===== src/rtl/mux_pipe_nto1_if.sv =====
// rtl/mux_pipe_nto1_if.sv - handshake/data bundle for the pipelined N-to-1 mux
//
// Signals (direction as seen by the mux, i.e. the slave modport):
//   data_i   in   num*size  packed channels, channel k at [k*size +: size]
//   select_i in   selw      channel index, sampled on accept only
//   valid_i  in   1         upstream transfer request
//   ready_o  out  1         mux can accept this cycle (registered)
//   data_o   out  size      registered selected word
//   valid_o  out  1         data_o holds an unconsumed word
//   ready_i  in   1         downstream takes data_o this cycle
//   err_o    out  1         sticky out-of-range select flag
interface mux_pipe_nto1_if #(
    parameter int size = 32,
    parameter int num  = 4,
    parameter int selw = 2
);
    logic [num*size-1:0] data_i;
    logic [selw-1:0]     select_i;
    logic                valid_i;
    logic                ready_o;
    logic [size-1:0]     data_o;
    logic                valid_o;
    logic                ready_i;
    logic                err_o;

    modport master (
        output data_i, select_i, valid_i, ready_i,
        input  ready_o, data_o, valid_o, err_o
    );

    modport slave (
        input  data_i, select_i, valid_i, ready_i,
        output ready_o, data_o, valid_o, err_o
    );
endinterface


===== src/rtl/mux_pipe_nto1.sv =====
// rtl/mux_pipe_nto1.sv - pipelined N-to-1 mux with two-entry skid buffer
//
// Selects one of num packed channels on each accepted transfer and delivers
// it one cycle later through an output register backed by a skid register,
// so ready_o is purely registered and throughput is one word per cycle.
//
// Ports:
//   clk_i  in   rising-edge clock
//   rst_i  in   asynchronous active-high reset
//   bus    slave modport of mux_pipe_nto1_if (data/select/valid in,
//          ready/data/valid out, ready in, err out)
//
// Optional feature: define MUX_PIPE_SELCHK_EN to build the sticky
// out-of-range select detector driving err_o; otherwise err_o is tied 0.
module mux_pipe_nto1 #(
    parameter int size = 32,
    parameter int num  = 4,
    parameter int selw = 2
) (
    input  logic              clk_i,
    input  logic              rst_i,
    mux_pipe_nto1_if.slave    bus
);

    typedef enum logic [1:0] {
        ST_EMPTY = 2'd0,
        ST_ONE   = 2'd1,
        ST_TWO   = 2'd2
    } state_t;

    state_t          state_q, state_d;
    logic [size-1:0] out_data_q, out_data_d;
    logic [size-1:0] skid_data_q, skid_data_d;
    logic            valid_q, valid_d;
    logic            ready_q, ready_d;
    logic [size-1:0] sel_word;
    logic            accept;
    logic            consume;

    assign accept  = bus.valid_i & ready_q;
    assign consume = valid_q & bus.ready_i;

    // Out-of-range selects yield zero; the loop bound keeps every slice legal.
    always_comb begin
        sel_word = '0;
        for (int k = 0; k < num; k++) begin
            if (int'(bus.select_i) == k) begin
                sel_word = bus.data_i[k*size +: size];
            end
        end
    end

    always_ff @(posedge clk_i or posedge rst_i) begin
        if (rst_i) begin
            state_q     <= ST_EMPTY;
            out_data_q  <= '0;
            skid_data_q <= '0;
            valid_q     <= 1'b0;
            ready_q     <= 1'b1;
        end else begin
            state_q     <= state_d;
            out_data_q  <= out_data_d;
            skid_data_q <= skid_data_d;
            valid_q     <= valid_d;
            ready_q     <= ready_d;
        end
    end

    always_comb begin
        state_d = state_q;
        case (state_q)
            ST_EMPTY: if (accept) state_d = ST_ONE;
            ST_ONE: begin
                if (accept && !consume)      state_d = ST_TWO;
                else if (!accept && consume) state_d = ST_EMPTY;
            end
            ST_TWO:   if (consume) state_d = ST_ONE;
            default:  state_d = ST_EMPTY;
        endcase
    end

    // Datapath loads plus the registered flags; valid/ready are computed from
    // the next state so both leave the block straight from flops.
    always_comb begin
        out_data_d  = out_data_q;
        skid_data_d = skid_data_q;
        case (state_q)
            ST_EMPTY: if (accept) out_data_d = sel_word;
            ST_ONE: begin
                if (accept && consume)  out_data_d  = sel_word;
                else if (accept)        skid_data_d = sel_word;
            end
            ST_TWO:   if (consume) out_data_d = skid_data_q;
            default: ;
        endcase
        valid_d = (state_d != ST_EMPTY);
        ready_d = (state_d != ST_TWO);
    end

    assign bus.data_o  = out_data_q;
    assign bus.valid_o = valid_q;
    assign bus.ready_o = ready_q;

`ifdef MUX_PIPE_SELCHK_EN
    logic err_q;

    always_ff @(posedge clk_i or posedge rst_i) begin
        if (rst_i) begin
            err_q <= 1'b0;
        end else if (accept && (int'(bus.select_i) >= num)) begin
            err_q <= 1'b1;
        end
    end

    assign bus.err_o = err_q;
`else
    assign bus.err_o = 1'b0;
`endif

endmodule


===== src/flat_wrapper.sv =====
// flat-port wrapper written by rule: the top's interface ports become plain ports
module mux_pipe_nto1_flat 
#(
    parameter int size = 32,
    parameter int num  = 4,
    parameter int selw = 2
)
  (clk_i, rst_i, bus_data_i, bus_select_i, bus_valid_i, bus_ready_i, bus_ready_o, bus_data_o, bus_valid_o, bus_err_o);
  mux_pipe_nto1_if #(.size(size), .num(num), .selw(selw)) bus_i ();
  input  logic clk_i;
  input  logic rst_i;
  input wire logic [$bits(bus_i.data_i)-1:0] bus_data_i;
  input wire logic [$bits(bus_i.select_i)-1:0] bus_select_i;
  input wire logic [$bits(bus_i.valid_i)-1:0] bus_valid_i;
  input wire logic [$bits(bus_i.ready_i)-1:0] bus_ready_i;
  output wire logic [$bits(bus_i.ready_o)-1:0] bus_ready_o;
  output wire logic [$bits(bus_i.data_o)-1:0] bus_data_o;
  output wire logic [$bits(bus_i.valid_o)-1:0] bus_valid_o;
  output wire logic [$bits(bus_i.err_o)-1:0] bus_err_o;
  assign bus_i.data_i = bus_data_i;
  assign bus_i.select_i = bus_select_i;
  assign bus_i.valid_i = bus_valid_i;
  assign bus_i.ready_i = bus_ready_i;
  assign bus_ready_o = bus_i.ready_o;
  assign bus_data_o = bus_i.data_o;
  assign bus_valid_o = bus_i.valid_o;
  assign bus_err_o = bus_i.err_o;
  mux_pipe_nto1 #(.size(size), .num(num), .selw(selw)) u_core (.clk_i(clk_i), .rst_i(rst_i), .bus(bus_i));
endmodule

===== config.mk =====
export PLATFORM = sky130hd
export DESIGN_NAME = mux_pipe_nto1_flat
export DESIGN_NICKNAME = d
export VERILOG_FILES = /design/src/rtl/mux_pipe_nto1_if.sv /design/src/rtl/mux_pipe_nto1.sv /design/src/flat_wrapper.sv
export SDC_FILE = /design/constraint.sdc
export NUM_CORES = 1
export LEC_CHECK = 0
export ABC_CLOCK_PERIOD_IN_PS = 2500
export BUFFER_PORTS_ARGS = -buffer_cell sky130_fd_sc_hd__buf_2
export CAP_MARGIN = 30
export CORE_ASPECT_RATIO = 0.7
export CORE_UTILIZATION = 35
export CTS_CLUSTER_DIAMETER = 40
export DETAILED_ROUTE_END_ITERATION = 8
export GPL_ROUTABILITY_DRIVEN = 0
export PLACE_DENSITY_LB_ADDON = 0.3
export SETUP_SLACK_MARGIN = 0.3
export SYNTH_ARGS = -nofsm -noshare
export SYNTH_HDL_FRONTEND = slang
export SYNTH_SLANG_ARGS = --single-unit

===== constraint.sdc =====
create_clock -name clk_i -period 2.5 [get_ports clk_i]
set_clock_uncertainty 0.05 [all_clocks]
set_input_delay 0.5 -clock clk_i [delete_from_list [all_inputs] [get_ports clk_i]]
set_output_delay 0.5 -clock clk_i [all_outputs]
set_load 0.01 [all_outputs]

## Word level (Yosys, flattened, before mapping)

Index checks and enable logic that the tools add are counted.

| word-level totals | value |
|---|---|
| input bits | 134 |
| bits in registers | 68 |
| logic and storage cells | 41 |
| output and inout port bits | 35 |

| cells by class | value |
|---|---|
| bitwise logic cells | 3 |
| reduce and logical (&&, ||, !) cells | 11 |
| muxes and demuxes | 13 |
| eq/ne operators | 9 |

Operators by type and width:

| kind | count |
|---|---|
| $mux W32 | 7 |
| $pmux W32 S3 | 1 |
| $mux W2 | 4 |
| $eq A2 B2 Y1 const B | 3 |
| $ne A2 B1 Y1 const B | 3 |
| $pmux W2 S3 | 1 |
| $eq A2 B1 Y1 const B | 2 |
| $logic_not A2 Y1 | 2 |
| $reduce_and A4 Y1 | 1 |
| $logic_and A1 B1 Y1 | 3 |
| $reduce_and A3 Y1 | 1 |
| $reduce_bool A3 Y1 | 1 |
| $and A1 B1 Y1 | 2 |
| $logic_not A1 Y1 | 2 |
| $ne A2 B2 Y1 const B | 1 |
| $reduce_bool A2 Y1 | 1 |
| $not A1 Y1 | 1 |

## Longest topological paths before layout

| depth | value |
|---|---|
| depth after elaboration | 7 |
| gate-level depth with buffers | 8 |
| mapped depth without buffers | 4 |

## Worst setup path after synthesis

No wires, ideal clock.

| timing | value |
|---|---|
| kind | input to register |
| from | in bus_select_i[1] |
| to | reg u_core.out_data_q[1], in the netlist u_core.bus.data_o[1] |
| data required time | 2322 ps |
| data arrival time | 1601 ps |
| buffers on the path | 3 |
| stages | 6 |
| setup slack | 722 ps |
| library setup time | 128 ps |
| cell sequence | buf_4 buf_6 buf_4 mux2i_1 a221oi_2 mux2_1 |

| on the way | value |
|---|---|
| cells in the longest elaborated chain, start to end | 7 |
| elaborated cells on any way between the ends | 11 |
| classes of those cells | 3 x eq/ne; 7 x mux; 1 x reduce/logical |

Ends and longest elaborated chain:

| what | line | source |
|---|---|---|
| from (decl) | flat_wrapper.sv:13 | `input wire logic [$bits(bus_i.select_i)-1:0] bus_select_i;` |
| $logic_not A2 Y1 | mux_pipe_nto1.sv:47 | `if (int'(bus.select_i) == k) begin` |
| $mux W32 (3 in a row) | mux_pipe_nto1.sv:47 |  |
| $mux W32 * | mux_pipe_nto1.sv:47 |  |
| $mux W32, on equally long branches | mux_pipe_nto1.sv:90, mux_pipe_nto1.sv:88 |  |
| $pmux W32 S3 * | mux_pipe_nto1.sv:87 | `case (state_q)` |
| to (signal assigned) | mux_pipe_nto1.sv:62 | `out_data_q <= out_data_d;` |
| to (decl) | mux_pipe_nto1.sv:32 | `logic [size-1:0] out_data_q, out_data_d;` |

Every way passes the cells marked *; elsewhere a longest branch is shown, timed or not. The select of a mux whose other input is x is not followed.
A chain may end at the register's enable or synchronous reset.

## Final worst setup path

| timing | value |
|---|---|
| from | reg u_core.state_q[0] |
| to | reg u_core.out_data_q[12], in the netlist u_core.bus.data_o[12] |

| on the way | value |
|---|---|
| cells in the longest elaborated chain, start to end | 3 |
| elaborated cells on any way between the ends | 9 |
| classes of those cells | 5 x eq/ne; 1 x mux; 3 x reduce/logical |

Ends and longest elaborated chain:

| what | line | source |
|---|---|---|
| from (decl) | mux_pipe_nto1.sv:31 | `state_t state_q, state_d;` |
| from (signal assigned) | mux_pipe_nto1.sv:61 | `state_q <= state_d;` |
| $eq A2 B2 Y1, or another cell as far along | mux_pipe_nto1.sv:87 |  |
| $ne A2 B1 Y1 (no source line) / $reduce_bool A3 Y1 (equally long branches) | n/a |  |
| $reduce_and A4 Y1 (no source line) | n/a |  |

Parallel ways exist; a longest one is shown, timed or not.

==> reports/qor.csv <==
stage,metric,value,unit
layout,num_antenna_cells,0,
layout,nets,680,
route,ant_nets,0,
floorplanning,ioPinCount,169,
route,avgRoutedWirePerCell,14.73,um
global_routing,grt_first_pass_wirelength,16750,um
setup_path,crit_start,u_core.state_q[0],
setup_path,r2r-start,u_core.state_q[0],
setup_path,cpMaxStageDelayCell,dfrtp_1,
yosys,synth_area,4252,um^2
clocking,cts_num_sinks,68,
yosys,avgSynthCellArea,11.07,um^2
timing,period_needed,1.922,ns
run,cap_violations,0,
route,route.detailed.drc,0,
yosys,ys_seq_elements,68,
clocking,cts_max_level,3,
route,drt-pass1-iter-count,4,
setup_path,crit_family,simple AND/OR/NAND/NOR gates,
layout,n_fill_cell,1092,
global_routing,grt.overflow.total,0,
layout,layout_common_cells,"166 x buf_2, 70 x mux2i_1, 67 x dfrtp_1",
clocking,ctsRootBufferMaster,clkbuf_16,
yosys,syn-num-nets,518,
placement,portBuffers,167,
setup_path,endpoint_kind,flop,
setup_path,worst_ep_required_time,2.66,ns
route,vias,3487,
yosys,yosys_warnings,0,
setup_path,startpoint_type,flop,
timing,timing.fmax,0.5203,GHz
route,drtIter0Drc,125,
status,outcome,"complete, no violations",
layout,seqCellArea,1703,um^2
clocking,clk_latency,0.32,ns
layout,layout-drive-gt1-share,49.36,%
clocking,cts_setup_buffers,0,
worst_hold_path,hp-class,primary input to async pin,
clocking,clock_path_buffers,2,
route,wl,10430,um
layout,final_common_cell,buf_2,
power,cellLeakagePower,2.679,nW
yosys,yosysUniqueCellTypes,30,
setup_path,critical_path_buf_inv_count,0,
power,power.density,958.9,nW/um^2
floorplanning,initial_core_util,36.13,%
placement,place_ws,0.3382,ns
floorplanning,die-area,12600,um^2
setup_path,path_max_fanout,24,
timing,grt_setup_unrepaired,false,
route,vias_per_cell,4.925,
layout,area_growth,30.61,%
global_routing,antenna_found_initial,0,
layout,multi_input_area,2341,um^2
global_routing,grt_pass1_vias,3448,
floorplanning,core-area,11770,um^2
timing,fin_ws,0.5779,ns
timing,finalHoldViolCount,0,
timing,setup_viol,0,
clocking,cts_buffers,9,
global_routing,grt_usage,17.17,%
clocking,ctsHoldBuffers,0,
timing,drv_slew,0,
timing,period_share,76.89,%
floorplanning,fp.dieW,133.7,um
setup_path,critical_path.cell_chain,"nand2b_4, and2_4, a221oi_1, mux2_1",
floorplanning,die_height,94.21,um
clocking,clkTransAtPathRegs,0.05,ns
yosys,synthCells,384,
yosys,synth-seq-area-share,40.05,%
power,peakVddDrop,0.4925,mV
setup_path,worst_path_largest_cell_delay,0.55,ns
placement,place_hpwl,7855,um
floorplanning,rows,33,
setup_path,crit_type,flop to flop,
timing,tns,0,ns
global_routing,grt_max_degree,38,
clocking,cts_tree,built,
setup_path,critical_path_arrival,2.08,ns
==> final timing paths <==
path / end / slack [ns] / cells after the start
setup / recovery: u_core.bus.data_o[12] / 0.58 / 4
hold / removal: u_core.bus.data_o[31] / 0.24 / 3
setup reg to reg: u_core.bus.data_o[12] / 0.58 / 4
hold reg to reg: u_core.skid_data_q[21] / 0.43 / 2
max in group asynchronous: u_core.skid_data_q[20] / 1.78 / 3
min in group clk_i: u_core.skid_data_q[21] / 0.43 / 2
==> cell type report <==
cell class,count,share of cell area [%]
Tap cell,157,3.538
Sequential cell,68,30.67
Clock buffer,13,5.047
Inverter,2,0.2028
Clock inverter,3,0.7661
Timing Repair Buffer,184,17.62
Multi-Input combinational cell,281,42.16
==> where the power goes <==
group          switching (W)  internal (W)  total [W]
combinational       0.000987       0.00105    0.00203
clock               0.000458      0.000879    0.00134
sequential          0.000300       0.00165    0.00196
total                0.00175       0.00358    0.00532
==> per-layer routing <==
layer | part of all wire, % | GRT usage, % | vias up
met5 | 0 | 0 | -
met4 | 1.2 | 4.451 | 0
met3 | 5.6 | 4.423 | 13
met2 | 47 | 28.76 | 115
met1 | 46 | 21.96 | 1626
li1 | - | - | 1733
==> kinds of logic (layout without fill, tap and decap cells) <==
| family | after synthesis | count (layout) | share of synthesized area (%) |
|---|---|---|---|
| buffers and inverters | 35 | 202 | 5.239 |
| other | 1 | 1 | 0.08820 |
| AND/OR/NAND/NOR | 81 | 81 | 9.182 |
| flip-flops | 68 | 68 | 40.05 |
| AO/OA/AOI/OAI | 65 | 65 | 12.01 |
| multiplexers | 134 | 134 | 33.43 |
==> tightest hold or removal path: stages <==
cell and delay (ns):
buf_2 0.11, clkinvlp_4 0.06, buf_4 0.36
==> registers in the layout, indices dropped and copies added (netlist names) <==
name                flops
u_core.bus.data_o      32
u_core.skid_data_q     32
u_core.bus.valid_o      1
u_core.state_q          2
u_core.bus.ready_o      1
==> through the flow <==
step                      total power (W)  instances  hold slack (ns)  instance area (um^2)  utilization [%]
after detailed placement         0.004020        692           0.4207                  5223            44.38
after CTS                        0.005392        708           0.2540                  5545            47.12
after floorplan                  0.003348        384           0.4005                  4255                -
after global placement           0.003921        692           0.4136                  5223            44.38
after global routing             0.005694        708           0.2744                  5553            47.19
final                            0.005324        708           0.2426                  5553            47.19
==> Yosys cell counts <==
cell	instances	share of area (%)
a21oi_1	13	1.5
o21a_1	1	0.18
nor3b_1	13	2.3
a221oi_2	10	3.5
and3b_1	1	0.21
o21bai_2	1	0.26
buf_4	8	1.4
nand2b_4	1	0.32
nand2_1	16	1.4
mux2i_1	70	16
mux2_1	11	2.9
clkbuf_1	7	0.62
nor2b_4	1	0.32
a221oi_1	9	1.9
mux2_2	53	14
and2_4	1	0.21
buf_6	7	1.9
o21ai_0	15	1.8
buf_1	4	0.35
nand3_2	1	0.24
nor2_1	46	4.1
a21boi_0	2	0.35
dfrtp_1	67	39
conb_1	1	0.088
o31a_2	1	0.24
inv_1	2	0.18
a211oi_1	13	2.3
buf_2	7	0.82
nand3_1	1	0.12
dfstp_2	1	0.62
==> timing repair <==
action,in CTS,in global routing
setup endpoints to repair,0,2
gates resized for setup,0,1
hold endpoints to repair,0,0
No activity file was read; power rests on OpenSTA's default activity.
